`src/rtl/dm_arbiter.sv`:
```
// dm_arbiter: two-master arbiter in front of a single-cycle shared 32-bit data memory
// Ports: clk, reset (synchronous, active-low)
//        m0_*/m1_*   : req/addr/wdata/byteen in; gnt (combinational), rvalid/rdata/err (registered) out
//        mem_addr/mem_wdata/mem_byteen : granted transfer to memory; mem_rdata : memory read data
module dm_arbiter #(
    parameter int MODE        = 0,
    parameter int MAX_WAIT    = 4,
    parameter int DEPTH_WORDS = 4096
) (
    input  logic        clk,
    input  logic        reset,
    input  logic        m0_req,
    input  logic [31:0] m0_addr,
    input  logic [31:0] m0_wdata,
    input  logic [3:0]  m0_byteen,
    output logic        m0_gnt,
    output logic        m0_rvalid,
    output logic [31:0] m0_rdata,
    output logic        m0_err,
    input  logic        m1_req,
    input  logic [31:0] m1_addr,
    input  logic [31:0] m1_wdata,
    input  logic [3:0]  m1_byteen,
    output logic        m1_gnt,
    output logic        m1_rvalid,
    output logic [31:0] m1_rdata,
    output logic        m1_err,
    output logic [31:0] mem_addr,
    output logic [31:0] mem_wdata,
    output logic [3:0]  mem_byteen,
    input  logic [31:0] mem_rdata
);
    logic        last_gnt;
    logic [3:0]  wait1;
    logic        sel1;
    logic        any;
    logic        oor;
    logic [31:0] g_addr;
    logic [3:0]  g_byteen;
    logic        rvalid0;
    logic        rvalid1;

    // sel1 picks port 1 as the candidate; single requesters win outright
    always_comb begin
        sel1       = (m0_req && m1_req) ? (MODE == 0 ? !last_gnt : wait1 == 4'(MAX_WAIT)) : m1_req;
        m0_gnt     = reset && m0_req && !sel1;
        m1_gnt     = reset && m1_req && sel1;
        any        = m0_gnt || m1_gnt;
        g_addr     = sel1 ? m1_addr : m0_addr;
        g_byteen   = sel1 ? m1_byteen : m0_byteen;
        oor        = {2'b00, g_addr[31:2]} >= 32'(DEPTH_WORDS);
        mem_addr   = any ? {g_addr[31:2], 2'b00} : 32'h0;
        mem_wdata  = any ? (sel1 ? m1_wdata : m0_wdata) : 32'h0;
        mem_byteen = (any && !oor) ? g_byteen : 4'h0;
    end

    always_ff @(posedge clk) begin
        if (!reset) begin
            last_gnt <= 1'b1;
            wait1    <= 4'd0;
            rvalid0  <= 1'b0;
            rvalid1  <= 1'b0;
            m0_rdata <= 32'h0;
            m1_rdata <= 32'h0;
            m0_err   <= 1'b0;
            m1_err   <= 1'b0;
        end else begin
            if (any)
                last_gnt <= m1_gnt;
            wait1    <= (m1_req && !m1_gnt) ? (wait1 == 4'(MAX_WAIT) ? wait1 : wait1 + 4'd1) : 4'd0;
            rvalid0  <= m0_gnt;
            rvalid1  <= m1_gnt;
            m0_err   <= m0_gnt && oor;
            m1_err   <= m1_gnt && oor;
            m0_rdata <= (m0_gnt && !oor && g_byteen == 4'h0) ? mem_rdata : 32'h0;
            m1_rdata <= (m1_gnt && !oor && g_byteen == 4'h0) ? mem_rdata : 32'h0;
        end
    end

    // a response registered just before reset asserts must never be presented
    assign m0_rvalid = rvalid0 && reset;
    assign m1_rvalid = rvalid1 && reset;
endmodule
```
`config.mk`:
```
export PLATFORM = sky130hd
export DESIGN_NAME = dm_arbiter
export DESIGN_NICKNAME = d
export VERILOG_FILES = /design/src/rtl/dm_arbiter.sv
export SDC_FILE = /design/constraint.sdc
export NUM_CORES = 1
export LEC_CHECK = 0
export ABC_AREA = 1
export ABC_CLOCK_PERIOD_IN_PS = 1750
export CAP_MARGIN = 20
export CELL_PAD_IN_SITES_DETAIL_PLACEMENT = 2
export CELL_PAD_IN_SITES_GLOBAL_PLACEMENT = 2
export CORE_MARGIN = 4
export CORE_UTILIZATION = 12
export DETAILED_ROUTE_END_ITERATION = 10
export PLACE_DENSITY = 0.73
export REMOVE_ABC_BUFFERS = 1
export SYNTH_ARGS = -nofsm -noshare
export SYNTH_HDL_FRONTEND = slang
export SYNTH_SLANG_ARGS = --single-unit
```
`constraint.sdc`:
```
create_clock -name clk -period 1.75 [get_ports clk]
set_clock_uncertainty 0.15 [all_clocks]
set_input_delay 0.175 -clock clk [delete_from_list [all_inputs] [get_ports clk]]
set_output_delay 0.175 -clock clk [all_outputs]
set_load 0.02 [all_outputs]
```
==> impl_metrics.py, run 1 <==
metrics = {
    "run_status": {
        "result_of_the_run": "complete, but fails checks",
        "failed_checks": "setup timing",
    },
    "critical_path": {
        "crit_path_end_kind": "output port",
        "cp_max_fo": 6,
        "critical_path_arrival_ps": 2030,
        "criticalPathCategory": "register to output port",
        "reg2reg_depth": 13,
        "data_required_time_of_the_critical_path_ps": 1420,
        "critical_path.startpoint_type": "register",
    },
    "cts": {
        "ctsRootBufferMaster": "clkbuf_16",
        "cts.sink_count": 69,
        "cts_made_buffers": 9,
        "clock_pin_slew_of_the_registers_on_the_worst_case_setup_and_hold_paths_ps": 60,
        "max_root_sink_buffers": 2,
        "cts_tree": "done",
        "cts_hold_buffers": 0,
        "worstSkewPairLatency_ps": 320,
        "cts_h_tree_depth": 3,
    },
    "sta": {
        "final.period_utilization_pct": 135,
        "setup_viol": 134,
        "finalWorstPathRequiredPeriod_ps": 2360,
        "report.final.hold_viol_count": 0,
        "final_max_slew_viol_count": 0,
        "timing.fmax_mhz": 424,
        "grt_setup_unrepaired": "true",
        "setup_slack_after_layout_ps": -606,
    },
    "floorplanning": {
        "core_area_um2": 28100,
        "num_io_pins": 310,
        "horizontal_die_dimension_um": 178,
        "initial_utilization_pct": 12.3,
        "design.die.area_um2": 31600,
        "placement_rows": 61,
        "fp.dieH_um": 178,
    },
    "synthesis": {
        "synthCells": 554,
        "synth.cell_area_um2": 3450,
        "synth_cell_type_count": 22,
        "ys_ff_latch": 69,
        "yosys_warnings": 0,
        "synth.avg_cell_area_um2": 6.24,
        "synth_seq_area_share_pct": 40.0,
    },
    "global_route": {
        "grt_use_total_pct": 13.2,
        "wire_length_of_the_first_global_routing_pass_mm": 31.8,
        "antenna_violations_before_repair": 1,
        "overflow": 0,
        "first_global_vias": 5441,
        "pin_count_of_the_biggest_net_entering_global_routing": 36,
    },
    "detailed_routing": {
        "totalWireLength_mm": 22.5,
        "route.antenna.remaining_nets": 0,
        "routed-via-count": 4872,
        "post-route-drc-count": 0,
        "dr.first_iter.drc_count": 81,
        "detail_route.wl_per_cell_um": 17.0,
        "mean_number_of_vias_per_cell": 3.68,
        "firstDrtPassIters": 4,
    },
    "finish": {
        "synthToLayoutAreaGrowth_pct": 164,
        "drive_above_1_share_pct": 37.8,
        "final_cells": 1324,
        "final_common_cell": "clkdlybuf4s50_1",
        "postLayoutCoreUtil_pct": 32.5,
        "antennaDiodeCount": 0,
        "top_library_cells_by_usage_in_the_layout_fill_and_taps_aside": "clkdlybuf4s50_1 (231), nand2_1 (135), buf_6 (84)",
        "design.final.nets": 1113,
    },
    "worst_hold_path": {
        "hold_depth": 3,
        "hp-class": "input port to register",
    },
    "place": {
        "place_congestion": 0.742,
        "dp.cells": 1254,
        "dpl.hpwl_mm": 15.8,
        "portBuffers": 303,
    },
    "pwr": {
        "p_clk_share_pct": 34.4,
        "sequentialPowerShare_pct": 29.8,
        "p_leak_nw": 4.60,
        "p_comb_share_pct": 35.8,
        "cellInternalPower_mw": 3.72,
        "net-switching-power_mw": 1.59,
        "power.switching_fraction_pct": 29.9,
        "ir_worst_vdd_v": 0.000380,
        "p_per_area_nw_per_um2": 582,
    },
    "flow_run": {
        "cap_viol_max_count": 0,
    },
}
==> registers in the layout, summed over array words and instances (netlist names) <==
signal	cells
m0_err	1
rvalid0	1
m1_rdata	32
m0_rdata	32
rvalid1	1
m1_err	1
last_gnt	1
==> layer usage <==
layer,global-route usage (%),share of wire (%),vias to the layer above
met5,0,0.058,-
met4,3.00,1.1,2
met3,4.20,8.1,16
met2,25.3,54,180
met1,13.8,37,2315
li1,-,-,2359
==> path summary, 6_finish.rpt <==
| kind | from | end | slack [ps] |
|---|---|---|---|
| min | mem_rdata[10] | m0_rdata[10] | 240 |
| min reg2reg | last_gnt | last_gnt | 390 |
| max reg2reg | last_gnt | m0_rdata[29] | -460 |
| max | last_gnt | mem_byteen[0] | -610 |
==> what timing repair did <==
| action | in CTS | in global routing |
|---|---|---|
| setup endpoints to repair | 136 | 134 |
| gates cloned | 11 | 6 |
| resized for setup | 482 | 184 |
| pin swaps | 21 | 26 |
| buffers inserted | 26 | 21 |
==> layout make-up <==
class	instances	area, um2
clock buffer	9	225
tap	378	473
fill	3196	19000
inverter	116	443
timing repair buffer	402	4420
sequential	69	1390
clock inverter	7	73.8
multi-input combinational	343	2110
==> worst max-delay path, cell delays in order, from the launching register on <==
cell and delay [ps]:
dfxtp_4 360, nand2_8 120, buf_6 140, nand3b_1 100, nand2_1 80, nand2_1 60
nor2_2 160, nand2_2 100, nor2_4 130, nand3_4 170, nor2_4 140, buf_6 130
==> power by group through the flow <==
stage | clock network [mW] | registers, mW | logic (mW)
after floorplan | 0 | 1.62 | 0.471
after global placement | 0 | 1.61 | 1.29
after detailed placement | 0 | 1.61 | 1.32
after CTS | 1.87 | 1.58 | 1.65
after global routing | 1.96 | 1.58 | 2.05
final | 1.83 | 1.58 | 1.90
==> through the flow <==
step / hold WS [ps] / area [um2] / power (mW) / TNS [ps] / setup slack [ps]
2_1_floorplan: 125 / 3270 / 2.09 / -142220 / -1760
3_3_place_gp: 327 / 7210 / 2.91 / -143450 / -1340
3_5_place_dp: 336 / 7210 / 2.93 / -149890 / -1360
4_1_cts: 235 / 8310 / 5.10 / -64910 / -586
5_1_grt: 251 / 9130 / 5.59 / -73820 / -719
6_report: 242 / 9130 / 5.31 / -57370 / -606
==> cell usage after synthesis <==
master      n  area, um2
nand2_1   201        754
inv_1     115        432
nor2_1     80        300
dfxtp_1    69       1380
nand3_1    16       80.1
o211ai_1   12       90.1
or2_2      12       75.1
buf_2       9       45.0
buf_6       8       90.1
nand3b_1    7       52.6
buf_1       4       15.0
clkbuf_1    4       15.0
nor2_2      4       25.0
buf_4       3       22.5
nand3_2     3       30.0
conb_1      1       3.75
inv_2       1       3.75
nand2_2     1       6.26
nand2_4     1       11.3
nor2_4      1       11.3
nor3_1      1       5.00
o21ai_0     1       5.00
==> logic make-up (layout without fill, tap and decap cells) <==
family          after synthesis  count (layout)  share of synthesized area (%)
simple gates                327             328                           39.1
other cells                   1               2                          0.109
flops                        69              69                           40.0
buf+inv                     144             534                           18.0
compound gates               13              13                           2.75
(Power assumes the default switching activity.)
==> inputs of run 2 (changes only) <==
Settings changed: SETUP_SLACK_MARGIN set to 0.1.
==> impl_metrics.py, run 2 (same netlist as run 1, synthesis figures left out) <==
metrics = {
    "cts": {
        "ctsRootBufferMaster": "clkbuf_16",
        "clock_pin_slew_of_the_registers_on_the_worst_case_setup_and_hold_paths_ps": 60,
        "cts_hold_buffers": 0,
        "cts_made_buffers": 9,
        "cts_h_tree_depth": 3,
        "max_root_sink_buffers": 2,
        "worstSkewPairLatency_ps": 320,
        "cts.sink_count": 69,
        "cts_tree": "done",
    },
    "sta": {
        "setup_slack_after_layout_ps": -589,
        "timing.fmax_mhz": 428,
        "setup_viol": 134,
        "final_max_slew_viol_count": 0,
        "grt_setup_unrepaired": "true",
        "final.period_utilization_pct": 134,
        "finalWorstPathRequiredPeriod_ps": 2340,
        "report.final.hold_viol_count": 0,
        "final.setup.tns_ps": -56650,
        "fin_hold_ws_ps": 245,
    },
    "finish": {
        "drive_above_1_share_pct": 36.8,
        "nFillCells": 3214,
        "synthToLayoutAreaGrowth_pct": 161,
        "top_library_cells_by_usage_in_the_layout_fill_and_taps_aside": "clkdlybuf4s50_1 (227), nand2_1 (139), buf_6 (74)",
        "final_common_cell": "clkdlybuf4s50_1",
        "postLayoutCoreUtil_pct": 32.1,
        "reg.largest.list": "m0_rdata x32, m1_rdata x32",
        "antennaDiodeCount": 0,
        "design.final.nets": 1110,
    },
    "floorplanning": {
        "fp.dieH_um": 178,
        "core_area_um2": 28100,
        "design.die.area_um2": 31600,
        "num_io_pins": 310,
        "horizontal_die_dimension_um": 178,
        "initial_utilization_pct": 12.3,
        "placement_rows": 61,
    },
    "flow_run": {
        "cap_viol_max_count": 0,
    },
    "place": {
        "place_congestion": 0.742,
        "dpl.hpwl_mm": 15.8,
        "portBuffers": 303,
        "detailedPlace.worstSlack_ps": -1360,
    },
    "detailed_routing": {
        "totalWireLength_mm": 22.5,
        "route.antenna.remaining_nets": 0,
        "mean_number_of_vias_per_cell": 3.70,
        "routed-via-count": 4889,
        "detail_route.wl_per_cell_um": 17.0,
        "post-route-drc-count": 0,
        "dr.first_iter.drc_count": 90,
        "firstDrtPassIters": 3,
    },
    "global_route": {
        "first_global_vias": 5406,
        "pin_count_of_the_biggest_net_entering_global_routing": 36,
        "wire_length_of_the_first_global_routing_pass_mm": 31.4,
        "overflow": 0,
        "grt_use_total_pct": 13.0,
        "antenna_violations_before_repair": 1,
    },
    "worst_hold_path": {
        "worst_hold_path.endpoint": "m0_rdata[10]",
        "hp-class": "input port to register",
        "hold_depth": 3,
        "timing.hold.worst.start": "mem_rdata[10]",
    },
    "critical_path": {
        "worstReg2RegStart": "last_gnt",
        "critical_path.cell_chain": "nand2_8 -> buf_6 -> nand3_1 -> nand2_1 -> nor2_2 -> nand3_2 -> nor2_4 -> nand3_4 -> nor2_4 -> buf_6",
        "reg2reg_depth": 13,
        "timing.critical_path.max_delay_family": "simple AND/OR/NAND/NOR gates",
        "data_required_time_of_the_critical_path_ps": 1420,
        "rr_endpoint": "m0_rdata[21]",
        "crit_buf_inv": 2,
        "crit_path_end_kind": "output port",
        "critical_path.startpoint_type": "register",
        "critical-path-max-stage-delay_ps": 380,
        "criticalPathCategory": "register to output port",
        "timing.critical_path.slowest_stage_cell": "dfxtp_4",
        "cp_max_fo": 6,
        "critical_path_arrival_ps": 2010,
        "worst-r2r-setup-slack_ps": -460,
    },
    "run_status": {
        "result_of_the_run": "complete, but fails checks",
        "failed_checks": "setup timing",
    },
    "pwr": {
        "ir_worst_vdd_v": 0.000378,
        "p_leak_nw": 4.61,
        "p_per_area_nw_per_um2": 583,
    },
}
==> run 2: cell count changes in the layout (fill, tap and decap cells not counted), moves of 5 or more <==
cell	delta
inv_2	-5
buf_4	+8
inv_1	+5
buf_6	-10
nand2_4	-8
==> run 2: what timing repair did <==
item | CTS | global route
pin swaps | 20 | 23
cloned | 10 | 7
endpoints found under the setup margin | 136 | 138
resized for setup | 443 | 191
buffers inserted | 25 | 10
==> run 2: metal layers <==
metal	GRT usage [%]	wire, um	share of wire (%)	up-vias
met1	13.6	8190	36	2333
met4	3.38	228	1.0	2
met2	24.7	12400	55	178
li1	-	-	-	2361
met5	0	13	0.058	-
met3	4.26	1730	7.7	15
==> run 2: tightest hold or removal path: stages <==
cell and delay, ps:
clkdlybuf4s50_1 390, inv_1 70, nor2_1 40
==> run 2: worst max path at each step <==
| stage | startpoint | endpoint | slack, ps | cells after the start |
|---|---|---|---|---|
| 6_report | last_gnt | mem_byteen[0] | -590 | 10 |
| 3_3_place_gp | m1_req | mem_byteen[1] | -1340 | 10 |
| 5_1_grt | last_gnt | mem_byteen[0] | -710 | 11 |
| 3_5_place_dp | m1_req | mem_byteen[0] | -1360 | 10 |
| 2_1_floorplan | last_gnt | mem_byteen[0] | -1760 | 8 |
| 4_1_cts | last_gnt | mem_byteen[0] | -590 | 12 |
==> run 2: area by class of cell <==
class | count | area (um2) | area share, %
multi-input combinational | 343 | 2050 | 22.7
tap | 378 | 473 | 5.24
inverter | 116 | 440 | 4.88
sequential | 69 | 1390 | 15.3
clock inverter | 7 | 73.8 | 0.818
clock buffer | 9 | 225 | 2.50
timing repair buffer | 399 | 4380 | 48.6
==> run 2: power breakdown <==
group	total, mW	internal, mW	switching, mW
clock network	1.82	1.11	0.711
logic	1.86	1.02	0.846
registers	1.58	1.58	0.00433
total	5.26	3.70	1.56
==> run 2: metrics by stage <==
stage	area [um2]	power, mW	instances
finish	9030	5.26	1321
global route	9030	5.54	1321
CTS	8210	5.07	1305
detailed placement	7210	2.93	1254
global placement	7210	2.91	1254
floorplan	3270	2.09	527
